<file path="src/rtl/trans_layer_n_pkg.sv">
// Shared types and helpers for the transaction layer: FSM encoding, destination decode, log2 checks.
package trans_pkg;

    typedef enum logic [1:0] {
        ST_RESET  = 2'd0,
        ST_INIT   = 2'd1,
        ST_IDLE   = 2'd2,
        ST_ACTIVE = 2'd3
    } state_e;

    function automatic int clog2_f(input int value);
        int r;
        r = 0;
        for (int i = 0; i < 16; i++) begin
            if ((1 << i) < value) r = i + 1;
        end
        return r;
    endfunction

    // Destination channel sits in the top ch_bits of a data_size-bit word.
    function automatic logic [31:0] get_dest(input logic [31:0] word, input int data_size,
                                             input int ch_bits);
        return (word >> (data_size - ch_bits)) & ((32'd1 << ch_bits) - 32'd1);
    endfunction

endpackage

</file>
<file path="src/rtl/trans_layer_n_fifo.sv">
// First-word-fall-through queue; head visible combinationally, write and read at the rising edge.
// Writes are dropped when full unless a read frees the slot in the same cycle.
module fifo_fwft #(
    parameter int DATA_SIZE = 12,
    parameter int DEPTH     = 8,
    parameter int PTR_BITS  = 3
) (
    input  logic                 clk,
    input  logic                 rst,
    input  logic                 wr_en,
    input  logic [DATA_SIZE-1:0] wr_dat,
    input  logic                 rd_en,
    input  logic [PTR_BITS-1:0]  th_af,
    input  logic [PTR_BITS-1:0]  th_ae,
    output logic [DATA_SIZE-1:0] rd_dat,
    output logic                 vld,
    output logic                 full,
    output logic                 almost_full,
    output logic                 almost_empty,
    output logic [PTR_BITS:0]    count
);
    localparam logic [PTR_BITS:0] DEPTH_C = (PTR_BITS+1)'(DEPTH);

    logic [DATA_SIZE-1:0] mem_q [DEPTH];
    logic [PTR_BITS-1:0]  wr_ptr_q, wr_ptr_d, rd_ptr_q, rd_ptr_d;
    logic [PTR_BITS:0]    cnt_q, cnt_d, af_lvl;
    logic                 wr_ok, rd_ok;

    always_comb begin
        vld          = (cnt_q != '0);
        full         = (cnt_q == DEPTH_C);
        rd_ok        = rd_en && vld;
        wr_ok        = wr_en && (!full || rd_ok);
        wr_ptr_d     = wr_ptr_q + PTR_BITS'(wr_ok);
        rd_ptr_d     = rd_ptr_q + PTR_BITS'(rd_ok);
        cnt_d        = cnt_q + (PTR_BITS+1)'(wr_ok) - (PTR_BITS+1)'(rd_ok);
        // A zero threshold means only a completely full queue counts as almost full.
        af_lvl       = (th_af == '0) ? DEPTH_C : {1'b0, th_af};
        almost_full  = (cnt_q >= af_lvl);
        almost_empty = (cnt_q <= {1'b0, th_ae});
        rd_dat       = mem_q[rd_ptr_q];
        count        = cnt_q;
    end

    always_ff @(posedge clk) begin
        if (wr_ok) mem_q[wr_ptr_q] <= wr_dat;
    end

    always_ff @(posedge clk or posedge rst) begin
        if (rst) begin
            wr_ptr_q <= '0;
            rd_ptr_q <= '0;
            cnt_q    <= '0;
        end else begin
            wr_ptr_q <= wr_ptr_d;
            rd_ptr_q <= rd_ptr_d;
            cnt_q    <= cnt_d;
        end
    end

endmodule

</file>
<file path="src/rtl/trans_layer_n.sv">
// Ingress queue dispatched by destination field into N_CHAN egress queues, 2-cycle push-to-valid.
// A head whose egress is almost full stalls the whole ingress; pushes into a full ingress set a sticky error.
module trans_layer_n
    import trans_pkg::*;
#(
    parameter int DATA_SIZE = 12,
    parameter int N_CHAN    = 4,
    parameter int CH_BITS   = 2,
    parameter int DEPTH     = 8,
    parameter int PTR_BITS  = 3,
    parameter int CNT_BITS  = 6
) (
    input  logic                        clk,
    input  logic                        reset,
    input  logic                        init,
    input  logic [PTR_BITS-1:0]         th_almost_full,
    input  logic [PTR_BITS-1:0]         th_almost_empty,
    input  logic                        push,
    input  logic [DATA_SIZE-1:0]        data_in,
    output logic                        ingress_full,
    input  logic [N_CHAN-1:0]           pop,
    output logic [N_CHAN*DATA_SIZE-1:0] data_out,
    output logic [N_CHAN-1:0]           valid_out,
    output logic [N_CHAN-1:0]           almost_empty,
    input  logic                        req,
    input  logic [CH_BITS-1:0]          idx,
    output logic [CNT_BITS-1:0]         data_out_cont,
    output logic                        valid_cont,
    output logic                        idle,
    output logic                        error
);
    if (CH_BITS != clog2_f(N_CHAN) || PTR_BITS != clog2_f(DEPTH)) begin : g_param_err
        $error("CH_BITS/PTR_BITS must be log2 of N_CHAN/DEPTH");
    end

    // Index N_CHAN is the ingress queue; 0..N_CHAN-1 are the egress queues.
    logic [N_CHAN:0]        q_wr, q_rd, q_vld, q_full, q_af, q_ae;
    logic [DATA_SIZE-1:0]   q_wdat [N_CHAN+1];
    logic [DATA_SIZE-1:0]   q_rdat [N_CHAN+1];
    logic [PTR_BITS-1:0]    q_thaf [N_CHAN+1];
    logic [PTR_BITS-1:0]    q_thae [N_CHAN+1];

    state_e                 state_q, state_d;
    logic [PTR_BITS-1:0]    th_af_q, th_af_d, th_ae_q, th_ae_d;
    logic [CNT_BITS-1:0]    cnt_q [N_CHAN];
    logic [CNT_BITS-1:0]    cnt_d [N_CHAN];
    logic [CNT_BITS-1:0]    data_out_cont_q, data_out_cont_d;
    logic                   valid_cont_q, valid_cont_d, error_q, error_d;
    logic [DATA_SIZE-1:0]   ing_head;
    logic [CH_BITS-1:0]     dest;
    logic [N_CHAN-1:0]      eg_af;
    logic                   disp;
    logic                   unused_bits;

    for (genvar g = 0; g <= N_CHAN; g++) begin : g_q
        logic [PTR_BITS:0] unused_cnt;
        fifo_fwft #(.DATA_SIZE(DATA_SIZE), .DEPTH(DEPTH), .PTR_BITS(PTR_BITS)) u_fifo (
            .clk         (clk),
            .rst         (reset),
            .wr_en       (q_wr[g]),
            .wr_dat      (q_wdat[g]),
            .rd_en       (q_rd[g]),
            .th_af       (q_thaf[g]),
            .th_ae       (q_thae[g]),
            .rd_dat      (q_rdat[g]),
            .vld         (q_vld[g]),
            .full        (q_full[g]),
            .almost_full (q_af[g]),
            .almost_empty(q_ae[g]),
            .count       (unused_cnt)
        );
    end

    assign unused_bits = ^{q_full[N_CHAN-1:0], q_af[N_CHAN], q_ae[N_CHAN]};

    always_comb begin
        ing_head = q_rdat[N_CHAN];
        dest     = CH_BITS'(get_dest(32'(ing_head), DATA_SIZE, CH_BITS));
        eg_af    = q_af[N_CHAN-1:0];
        disp     = (state_q != ST_INIT) && q_vld[N_CHAN] && !eg_af[dest];

        q_wr             = '0;
        q_rd             = '0;
        data_out         = '0;
        q_wr[N_CHAN]     = push;
        q_rd[N_CHAN]     = disp;
        q_wdat[N_CHAN]   = data_in;
        q_thaf[N_CHAN]   = '0;
        q_thae[N_CHAN]   = '0;
        for (int c = 0; c < N_CHAN; c++) begin
            q_wr[c]   = disp && (dest == CH_BITS'(c));
            q_rd[c]   = pop[c];
            q_wdat[c] = ing_head;
            q_thaf[c] = th_af_q;
            q_thae[c] = th_ae_q;
            data_out[c*DATA_SIZE +: DATA_SIZE] = q_rdat[c];
            cnt_d[c]  = (state_q == ST_INIT) ? '0 : cnt_q[c] + CNT_BITS'(pop[c] && q_vld[c]);
        end

        valid_out    = q_vld[N_CHAN-1:0];
        almost_empty = q_ae[N_CHAN-1:0];
        ingress_full = q_full[N_CHAN];
        error_d      = error_q || (push && q_full[N_CHAN] && !disp);
        th_af_d      = init ? th_almost_full : th_af_q;
        th_ae_d      = init ? th_almost_empty : th_ae_q;

        valid_cont_d    = 1'b0;
        data_out_cont_d = data_out_cont_q;
        if (req && state_q == ST_IDLE) begin
            valid_cont_d    = 1'b1;
            data_out_cont_d = cnt_q[idx];
        end

        state_d = state_q;
        case (state_q)
            ST_RESET:  state_d = ST_INIT;
            ST_INIT:   state_d = ST_IDLE;
            ST_IDLE:   if (|q_vld) state_d = ST_ACTIVE;
            ST_ACTIVE: if (!(|q_vld)) state_d = ST_IDLE;
            default:   state_d = ST_RESET;
        endcase
        if (init) state_d = ST_INIT;

        idle          = (state_q == ST_IDLE);
        valid_cont    = valid_cont_q;
        data_out_cont = data_out_cont_q;
        error         = error_q;
    end

    always_ff @(posedge clk or posedge reset) begin
        if (reset) begin
            state_q         <= ST_RESET;
            th_af_q         <= PTR_BITS'(DEPTH - 1);
            th_ae_q         <= PTR_BITS'(1);
            data_out_cont_q <= '0;
            valid_cont_q    <= 1'b0;
            error_q         <= 1'b0;
            for (int c = 0; c < N_CHAN; c++) cnt_q[c] <= '0;
        end else begin
            state_q         <= state_d;
            th_af_q         <= th_af_d;
            th_ae_q         <= th_ae_d;
            data_out_cont_q <= data_out_cont_d;
            valid_cont_q    <= valid_cont_d;
            error_q         <= error_d;
            for (int c = 0; c < N_CHAN; c++) cnt_q[c] <= cnt_d[c];
        end
    end

endmodule
</file>
<file path="config.mk">
export PLATFORM = sky130hd
export DESIGN_NAME = trans_layer_n
export DESIGN_NICKNAME = d
export VERILOG_FILES = /design/src/rtl/trans_layer_n_pkg.sv /design/src/rtl/trans_layer_n_fifo.sv /design/src/rtl/trans_layer_n.sv
export SDC_FILE = /design/constraint.sdc
export NUM_CORES = 1
export LEC_CHECK = 0
export BUFFER_PORTS_ARGS = -buffer_cell sky130_fd_sc_hd__buf_4
export CELL_PAD_IN_SITES_DETAIL_PLACEMENT = 1
export CELL_PAD_IN_SITES_GLOBAL_PLACEMENT = 1
export CORE_UTILIZATION = 54
export DETAILED_ROUTE_END_ITERATION = 10
export GPL_TIMING_DRIVEN = 0
export PLACE_DENSITY_LB_ADDON = 0.1
export SLEW_MARGIN = 20
export SYNTH_ARGS = -nofsm -noshare
export SYNTH_HDL_FRONTEND = slang
export SYNTH_SLANG_ARGS = --single-unit
</file>
<file path="constraint.sdc">
create_clock -name clk -period 3.9 [get_ports clk]
set_input_delay 0.195 -clock clk [delete_from_list [all_inputs] [get_ports clk]]
set_output_delay 0.195 -clock clk [all_outputs]
set_load 0.05 [all_outputs]
</file>
==> implementation parameters <==
Parameter                              Value

Finish
  Share of final-layout standard cells stronger than drive strength 1 ... 32.3%
  N_diodes ... 0
  Area of combinational cells with multiple inputs ... 0.00644 sq mm
  Layout fillers ... 3578
  Finished Layout Cells ... 1971
  Count of nets after finishing ... 1504
  Area taken by flip-flops and latches ... 0.0167 sq mm
  Layout Utilization ... 64.4%
  Layout overhead on the synthesized area ... 16.6%

Place
  Pre-CTS setup slack ... -506 ps
  Instance count after placement with tap cells included ... 1843
  Final RePlAce weighted congestion ... 0.726
  Detailed Place HPWL ... 32500 microns
  Total of buffers placed on input and output ports ... 93

STA
  Number of slew-limit violations in the final report ... 0
  Final worst setup slack ... 104 ps
  Tcrit/Tclk final ... 97.3%
  Achievable clock frequency ... 263 MHz
  Total setup violations reported at the end of the flow ... 0
  Worst slew margin ... 34.1%
  Setup repair after global routing missed its margin ... yes
  Worst hold slack after final layout ... 46.7 ps
  Final Critical Period ... 3800 ps
  Final hold vios ... 0
  Slew at the pin closest to its max-slew limit ... 988 ps
  Final setup skew ... 29.2 ps

Critical path
  Category of the worst setup path launch point ... register
  Number of buffer and inverter instances along the worst setup path ... 3
  Required time reported for the critical path endpoint ... 4200 ps
  CP peak stage delay ... 790 ps
  Arrival time reported for the critical path endpoint ... 4090 ps
  Depth of the worst register-to-register path ... 8
  Cell type group with the largest total delay on the critical path ... buffers and inverters
  Source of the worst register-to-register timing path ... g_q[4].u_fifo.rd_ptr_q[2]
  Flop-to-flop setup slack ... 100 ps
  Chain of cells forming the critical path ... clkbuf_1, mux4_2, mux2i_4, inv_2, o32ai_4, a221oi_4, nor3_2, buf_6
  Critical Path Fanout Max ... 33
  Path type of the worst setup path ... reg -> reg
  Crit Reg-Reg Endpoint ... g_q[4].u_fifo.mem_q[6][4]
  CP endpoint kind ... register
  Critical-path cell with the highest stage delay ... nor3_2

Synthesis
  Count of different cell masters after synthesis ... 42
  Post-Syn Nets ... 1313
  Post-synthesis cell type with the largest combined area ... edfxtp_1
  Register area share after synthesis ... 71.5%
  Count of flip-flops with a built-in enable after synthesis ... 480
  Synthesized netlist cell count ... 1193
  Dominant synthesized flop cell ... edfxtp_1
  Leading cell type by number of instances after synthesis ... edfxtp_1
  Synth Cell Area ... 0.0233 sq mm
  Synth Warn # ... 0
  Post-synth top area share ... 61.8%
  Register bit count reported by yosys ... 570
  Most common library cells after synthesis ... edfxtp_1 (480), mux4_2 (126), dfrtp_1 (86), ha_1 (86), mux2_2 (67)
  Share of flip-flops with an asynchronous set or reset after synthesis ... 15.8%
  Largest cells by area after synthesis ... edfxtp_1 (62%), mux4_2 (12%), dfrtp_1 (9.2%), ha_1 (4.6%), mux2_2 (3.2%)
  Average footprint of a synthesized cell ... 19.5 sq um

Floorplan
  Number of standard-cell rows in the floorplan ... 75
  Starting density of the core ... 55.2%
  Area inside the core boundary ... 0.0422 sq mm
  I/O pins ... 95
  Vertical die dimension ... 210 microns
  Die boundary width ... 210 microns
  Die area ... 0.0440 sq mm

Power
  Overall power consumption ... 23.6 mW
  Lkg Pwr ... 9.70 nW
  Power density over the cells ... 868 mW/mm^2
  IR Drop Worst-Case VDD ... 0.551 mV

Routing
  Per-cell via count in the routed design ... 5.77
  Number of routed nets with antenna violations ... 0
  Drt pass-1 iters ... 4
  Final wirelength ... 51200 microns
  # DRC ... 0
  Post-Route M1 WL ... 22100 microns
  Highest routed layer ... met4
  Met2 WL post-DR ... 25700 microns
  Met3 Wirelength ... 2430 microns
  Iter 0 DRT Violations ... 772
  Vias ... 11400
  Wire length per cell after detailed routing ... 26.0 microns

CTS
  Latest clock arrival within the worst-skew pair ... 610 ps
  Clock tree root driver cell ... clkbuf_16
  Number of CTS-inserted buffers ... 57
  Count of clock tree sinks ... 570
  Register clock-pin slew on the reported worst setup and hold paths ... 60 ps
  Maximum root-to-sink buffer count ... 3
  Clock tree from TritonCTS ... done
  Number of H-tree levels ... 2

GRT
  Largest net degree at the start of global routing ... 55
  Initial antenna violation count ... 0
  Total gr overflow ... 0
  First-pass GRT wire length ... 77700 microns
  Total Routing Usage GR ... 24.2%
  Via count of the first global-routing pass ... 12700

Run status
  Run status ... finished clean

Min path
  Worst hold path cell count ... 3
  Worst hold start ... req
  Hold Path Sink ... valid_cont
  Min-delay worst type ... in -> reg

Flow run
  # Max-Cap Violations ... 0
[final cells by class]
type / count / share of cell area, %
timing repair buffer: 132 / 3.99
clock buffer: 89 / 6.21
multi-input combinational: 526 / 23.7
tap: 539 / 2.48
buffer: 49 / 0.856
inverter: 48 / 0.681
clock inverter: 18 / 0.760
sequential: 570 / 61.3
[placed cells by master (no fill, tap or decap), types with 5 or more instances in the layout]
cell type      Yosys  final
dlygate4sd3_1      0     21
o21ai_0           12     12
nand3_1           10     10
mux2_2            67     66
dfrtp_1           86     86
nor2_2             0     21
nor2b_1           12     12
a21o_1            10     10
nor3_2             2     10
clkinv_2           0      7
clkbuf_8           0     12
edfxtp_1         480    480
and2_1             5      5
buf_6              1      7
nor2_1            59     35
clkbuf_1          23     41
xor2_1            27     27
buf_4              8    111
nor4_4             2      5
xnor2_1            9      9
nand2b_1          20     20
buf_2              8      9
inv_1             47     46
mux4_2           126    126
fa_1               5      5
clkbuf_16          0     58
nand2_1           28     28
buf_1              9      9
a21oi_1           14     14
ha_1              86     86
[report_power, final]
| group | leakage [nW] | switching [mW] | internal, mW | total [mW] |
|---|---|---|---|---|
| logic | 3.34 | 5.97 | 3.23 | 9.20 |
| clock network | 0.931 | 2.28 | 3.23 | 5.51 |
| registers | 5.44 | 0.459 | 8.41 | 8.87 |
| total | 9.70 | 8.71 | 14.9 | 23.6 |
[flip-flops by register name, summed over array words and instances, names as in the netlist]
| register | flops |
|---|---|
| state_q | 2 |
| th_ae_q | 3 |
| th_af_q | 3 |
| cnt_q | 24 |
| error | 1 |
| valid_cont | 1 |
| g_q.u_fifo.count | 20 |
| g_q.u_fifo.mem_q | 480 |
| g_q.u_fifo.wr_ptr_q | 15 |
| data_out_cont | 6 |
| g_q.u_fifo.rd_ptr_q | 15 |
[worst min-delay path, delay by kind of cell]
kind                   cells  cell delay [ps]
buffers and inverters      2              200
and+or+nand+nor            1              190
[per-stage QoR]
stage	instance area, sq um	setup TNS, ps
after global placement	24700	-210090
after detailed placement	25000	-34410
after global routing	27200	-169
after floorplan	23300	0
after CTS	27100	0
final	27200	0
[routing by layer]
layer / up-vias / track usage, %
met5: - / 0
li1: 5067 / -
met1: 6018 / 32.5
met3: 68 / 4.52
met2: 229 / 40.9
met4: 0 / 6.44
[worst max-delay path by stage]
stage	cells after the start	slack (ps)	from	end
CTS	9	6	g_q[4].u_fifo.rd_ptr_q[2]	g_q[4].u_fifo.mem_q[1][3]
detailed placement	7	-510	g_q[4].u_fifo.rd_ptr_q[2]	g_q[3].u_fifo.mem_q[2][8]
global placement	7	-1450	g_q[4].u_fifo.rd_ptr_q[0]	g_q[4].u_fifo.mem_q[0][6]
floorplan	7	310	g_q[4].u_fifo.rd_ptr_q[0]	g_q[4].u_fifo.mem_q[0][0]
global route	10	-20	g_q[4].u_fifo.rd_ptr_q[2]	g_q[4].u_fifo.count[2]
finish	8	100	g_q[4].u_fifo.rd_ptr_q[2]	g_q[4].u_fifo.mem_q[6][4]
[cells by family after synthesis]
kind of cell               synth area share [%]
AOI/OAI and AO/OA                          1.41
xor gates and xnor gates                   1.35
adders and majority gates                  5.05
buffers and inverters                      1.77
DFF                                        71.5
muxes                                      15.5
and+or+nand+nor                            3.41
[what timing repair did]
| action | CTS | global route |
|---|---|---|
| resized for setup | 6 | 9 |
| endpoints found under the hold margin | 188 | 0 |
| buffers inserted | 0 | 0 |
| hold buffers | 21 | 0 |
| endpoints found under the setup margin | 239 | 91 |
Note: power is estimated with default switching activity, not from simulation.
